$ cat src/rtl/btn_event_arbiter.sv
// Buffers per-button press pulses in saturating pending counters and serialises
// them onto one valid/ready event stream with round-robin arbitration.
module btn_event_arbiter #(
    parameter int N_BTN    = 4,
    parameter int MAX_PEND = 3,
    localparam int IDW     = $clog2(N_BTN),
    localparam int CW      = $clog2(MAX_PEND + 1)
) (
    input  logic             clk,
    input  logic             reset,
    input  logic [N_BTN-1:0] btn_pulse,
    input  logic [N_BTN-1:0] btn_mask,
    input  logic             evt_ready,
    output logic             evt_valid,
    output logic [IDW-1:0]   evt_id,
    output logic [N_BTN-1:0] pending,
    output logic [N_BTN-1:0] ovf,
    input  logic             ovf_clr
);

    // Handshake: an event transfers on a rising edge where evt_valid & evt_ready;
    // while evt_valid & ~evt_ready the presented evt_id is held stable.

    logic [CW-1:0]    cnt_q [N_BTN];
    logic [CW-1:0]    cnt_d [N_BTN];
    logic [N_BTN-1:0] ovf_q, ovf_d, ovf_set;
    logic [N_BTN-1:0] req, inc, dec;
    logic             evt_valid_q, evt_valid_d;
    logic [IDW-1:0]   evt_id_q, evt_id_d;
    logic [IDW-1:0]   rr_ptr_q, rr_ptr_d;
    logic [IDW-1:0]   gnt_idx;
    logic             gnt_any;
    logic             load;

    assign load = ~evt_valid_q | evt_ready;

    always_comb begin
        for (int i = 0; i < N_BTN; i++) begin
            req[i] = (cnt_q[i] != '0);
        end
    end

    // Cyclic search starting at rr_ptr; only registered counts can request.
    always_comb begin
        logic [IDW:0]   sum;
        logic [IDW-1:0] idx;
        gnt_any = 1'b0;
        gnt_idx = '0;
        sum     = '0;
        idx     = '0;
        for (int k = 0; k < N_BTN; k++) begin
            sum = {1'b0, rr_ptr_q} + (IDW+1)'(k);
            if (sum >= (IDW+1)'(N_BTN)) begin
                sum = sum - (IDW+1)'(N_BTN);
            end
            idx = sum[IDW-1:0];
            if (!gnt_any && req[idx]) begin
                gnt_any = 1'b1;
                gnt_idx = idx;
            end
        end
    end

    always_comb begin
        evt_valid_d = evt_valid_q;
        evt_id_d    = evt_id_q;
        rr_ptr_d    = rr_ptr_q;
        if (load) begin
            evt_valid_d = gnt_any;
            if (gnt_any) begin
                evt_id_d = gnt_idx;
                rr_ptr_d = (gnt_idx == IDW'(N_BTN - 1)) ? '0 : gnt_idx + IDW'(1);
            end
        end
    end

    // Mask flush dominates; a simultaneous press and grant cancel out.
    always_comb begin
        for (int i = 0; i < N_BTN; i++) begin
            inc[i]     = btn_pulse[i] & btn_mask[i];
            dec[i]     = load & gnt_any & (gnt_idx == IDW'(i));
            cnt_d[i]   = cnt_q[i];
            ovf_set[i] = 1'b0;
            if (!btn_mask[i]) begin
                cnt_d[i] = '0;
            end else if (inc[i] && !dec[i]) begin
                if (cnt_q[i] == CW'(MAX_PEND)) begin
                    ovf_set[i] = 1'b1;
                end else begin
                    cnt_d[i] = cnt_q[i] + CW'(1);
                end
            end else if (!inc[i] && dec[i]) begin
                cnt_d[i] = cnt_q[i] - CW'(1);
            end
        end
        ovf_d = (ovf_clr ? '0 : ovf_q) | ovf_set;
    end

    always_ff @(posedge clk) begin
        if (reset) begin
            for (int i = 0; i < N_BTN; i++) begin
                cnt_q[i] <= '0;
            end
            ovf_q       <= '0;
            evt_valid_q <= 1'b0;
            evt_id_q    <= '0;
            rr_ptr_q    <= '0;
        end else begin
            for (int i = 0; i < N_BTN; i++) begin
                cnt_q[i] <= cnt_d[i];
            end
            ovf_q       <= ovf_d;
            evt_valid_q <= evt_valid_d;
            evt_id_q    <= evt_id_d;
            rr_ptr_q    <= rr_ptr_d;
        end
    end

    assign evt_valid = evt_valid_q;
    assign evt_id    = evt_id_q;
    assign pending   = req;
    assign ovf       = ovf_q;

endmodule

$ cat config.mk
export PLATFORM = sky130hd
export DESIGN_NAME = btn_event_arbiter
export DESIGN_NICKNAME = d
export VERILOG_FILES = /design/src/rtl/btn_event_arbiter.sv
export SDC_FILE = /design/constraint.sdc
export NUM_CORES = 1
export LEC_CHECK = 0
export CAP_MARGIN = 15
export CORE_MARGIN = 2
export CORE_UTILIZATION = 49
export DETAILED_ROUTE_END_ITERATION = 8
export GPL_ROUTABILITY_DRIVEN = 0
export PLACE_DENSITY = 0.85
export SYNTH_ARGS = -nofsm -noshare
export SYNTH_HDL_FRONTEND = slang
export SYNTH_SLANG_ARGS = --single-unit
$ cat constraint.sdc
create_clock -name clk -period 2.41 [get_ports clk]
set_input_delay 0.241 -clock clk [delete_from_list [all_inputs] [get_ports clk]]
set_output_delay 0.241 -clock clk [all_outputs]
set_load 0.01 [all_outputs]
==> results.txt <==
The number of antenna repair diodes is 0. The async set or reset register ratio after synthesis came out at 0%. The total half-perimeter wirelength after legalization and detailed placement is 1.89 mm. No sink is reached through more buffers than the 2 on the longest clock path. After clock tree synthesis, the setup repair step added 0 buffers. Of the synthesized area, sequential elements account for between 30 and 40%. The number of DRC markers after the initial detailed-route iteration came out at 15.

The die width is 49.3 microns. The remaining max-slew budget at the tightest pin is 73.8%. During placement, the flow inserted port buffers numbering 22. The number of max-slew violations in the final report is 0. The leakage power total is ~0.00052 uW. The number of hold violations in the final report is 0.

The total overflow left after global routing is 0. The tool flagged a number of max-cap violations equal to 0. The slew at the pin with the worst max-slew slack came out at 0.392 ns.

The clock period minus worst slack came out at about 2.2 ns. The fraction of synthesized cell area taken by the top area cell type came out at 33.8%. The maximum number of pins on one net before global-route repair is 14. The wire length of the first global-routing pass is between 4 and 5 mm.

The floorplan die height is around 49 microns. The most used flip-flop cell after synthesis is dfxtp_1. In the post-synthesis netlist, the biggest area contributors are dfxtp_1, a21oi_1, mux2i_1. Clock latency on the worst-skew pair, taken at its later pin, is about 0.30 ns. For the final routed database, the setup TNS stands at 0 ns. The via count of the first global-routing pass is slightly below 1000. The synthesized design spends more area on one cell type than any other, namely dfxtp_1. Counting the fill cells in the layout gives between 150 and 200. The total iterations of the first detailed-routing run came out at 4. The all-layer global routing usage is between 20% and 30%. The total of warnings raised by yosys came out at 0. The initialized floorplan defines 16 standard-cell rows. The number of non-filler instances in the completed layout came out at approximately 180.

The area used by multi-input combinational logic is between 600 and 700 sq um. Along the worst path, the maximum fanout reaches 7. The number of antenna violations at the first check in global routing came out at 0. The flip-flop and latch count after synthesis came out at 17. The worst hold path belongs to the class reg2reg. IR analysis of the VDD net gives a maximum drop of about 480 uV.

After detailed placement, the design holds a cell count of roughly 170. Summing all flip-flop and latch instances after layout gives between 300 and 400 sq um. The number of buffers created by CTS is 3.

The detailed-route wire length came out at approximately 2.5 mm. Counting instances in the post-synthesis netlist gives the leading cell types as dfxtp_1, a21oi_1, nand2_1, inv_1, nor2_1. The maximum clock frequency came out at around 440 MHz. STA classifies the critical path startpoint as a flop. The total standard cell area after synthesis came out at about 1000 sq um. In the final layout, the share of cells above drive strength 1 is approximately 16%. For this block, the via count after detailed routing is 1022. The quantity of hold-fixing buffers added after cts came out at 0. The worst setup path is of the reg2reg kind. CTS built an H-tree with a depth of 1. The cell area power density is about 740 nW/um^2. The count of unique library cells instantiated by Yosys is 37. The initial core utilization came out at 51.8%. At the worst endpoint, the arrival time is 2.47 ns. The DRC violations left is 0. In this run the clock root is driven by a clkbuf_4.

The average via count per standard cell came out at approximately 5.8. The portion of the clock cycle consumed by the worst path in the final layout came out at between 90% and 100%. After clock tree synthesis, the clock-pin slew on the worst setup and hold paths is about 0.10 ns. The clock net sink count came out at 17. Setup repair after global routing left no endpoint under its margin.

In the final routed layout, each cell accounts on average for around 14 microns. The count of instances resized after the clock tree is built came out at 0. TritonCTS built the clock tree. Setup violations remaining at the end of the flow were counted as 0.

The run finished with clean final reports. The area enclosed by the die boundary is between 2000 and 2500 sq um. The per-instance average area after synthesis came out at between 8 and 9 sq um. The number of nets with antenna violations after detailed routing is 0.

The area of the core came out at roughly 2000 sq um. The worst setup path is captured at a flop. From synthesis to final layout, the design area changed by 31.7%. Data on the critical path is required at its endpoint by 2.63 ns. The worst setup skew after layout is between 0.003 and 0.004 ns. The gate count of the mapped netlist came out at ~120. The final-stage net count came out at 167. dfxtp_1 is the most common cell in the netlist.

The synthesized netlist net count is around 140. The count of flip-flops with a built-in enable after synthesis came out at 0. The number of ports placed on the die boundary came out at 23.
per-stage QoR:
stage                     total power [uW]  hold WS [ns]  cell area [sq um]  setup slack (ns)  utilization [%]
final                                  980         0.469               1330             0.163             68.2
after global placement                 790         0.443               1280             0.315             66.0
after floorplan                        650         0.395               1010             0.397                -
after CTS                              963         0.470               1310            0.0442             67.5
after global routing                  1050         0.501               1330            0.0272             68.2
after detailed placement               806         0.456               1280             0.128             66.0
flip-flops by register name, indices dropped and copies added (netlist names):
name       count
evt_id         2
rr_ptr_q       2
ovf            4
evt_valid      1
cnt_q          8
power breakdown:
part	switching, uW	internal [uW]	total, uW
logic	246	215	461
registers	40.8	319	360
clock network	97.9	62.0	160
total	384	596	980
final timing paths:
kind | from | endpoint | slack (ns) | cells past startpoint
setup / recovery | cnt_q[0][1]$_SDFFE_PP0P_ | cnt_q[3][0]$_SDFFE_PP0P_ | 0.16 | 10
hold reg to reg | ovf[1]$_SDFF_PP0_ | ovf[1]$_SDFF_PP0_ | 0.47 | 2
hold / removal | ovf[1]$_SDFF_PP0_ | ovf[1]$_SDFF_PP0_ | 0.47 | 2
setup reg to reg | cnt_q[0][1]$_SDFFE_PP0P_ | cnt_q[3][0]$_SDFFE_PP0P_ | 0.16 | 10
placed cells by master (no fill, tap or decap), drive strengths merged, types with 2 or more instances in the layout:
cell           Yosys  routed
mux2i              6       6
nand4              4       4
clkbuf             1       3
nor3               4       4
a21boi             2       2
dfxtp             17      17
o21ai              6       6
inv                9       9
ha                 4       4
nand2b             6       6
a31oi              2       2
a21o               2       2
nand2             11      11
a21oi             15      15
a211oi             3       3
buf                1       5
nor2               8       8
o32ai              2       2
clkdlybuf4s50      0      22
nand3              3       3
worst max-delay path: stages (launching register included):
cell and delay [ns]:
dfxtp_1 0.37, o21bai_1 0.22, o21ai_0 0.10, o21ai_0 0.18
nand2_1 0.16, inv_1 0.14, ha_2 0.25, a21oi_1 0.08
a2111oi_1 0.42, a21oi_1 0.07, a41oi_1 0.17
per-layer routing:
layer	track usage (%)	routed length, microns	up-vias
met5	0	0	-
met4	11.9	72	0
met3	3.68	125	6
met2	39.4	1240	37
met1	27.9	1100	478
li1	-	-	501
area by class of cell:
cell class / count / share of cell area [%]
multi-input combinational: 93 / 47.3
sequential: 17 / 26.1
timing repair buffer: 27 / 19.5
inverter: 9 / 2.55
tap: 27 / 2.55
clock buffer: 3 / 1.70
clock inverter: 1 / 0.378
logic make-up (layout without fill, tap and decap cells):
logic type | after synthesis | count (layout) | share of synthesized area (%)
buf+inv | 11 | 40 | 4.85
flops | 17 | 17 | 33.8
simple gates | 43 | 43 | 24.4
fa+ha+maj | 4 | 4 | 4.98
xor+xnor | 1 | 1 | 0.871
mux | 6 | 6 | 5.97
compound gates | 39 | 39 | 25.1
(Power assumes the default switching activity.)
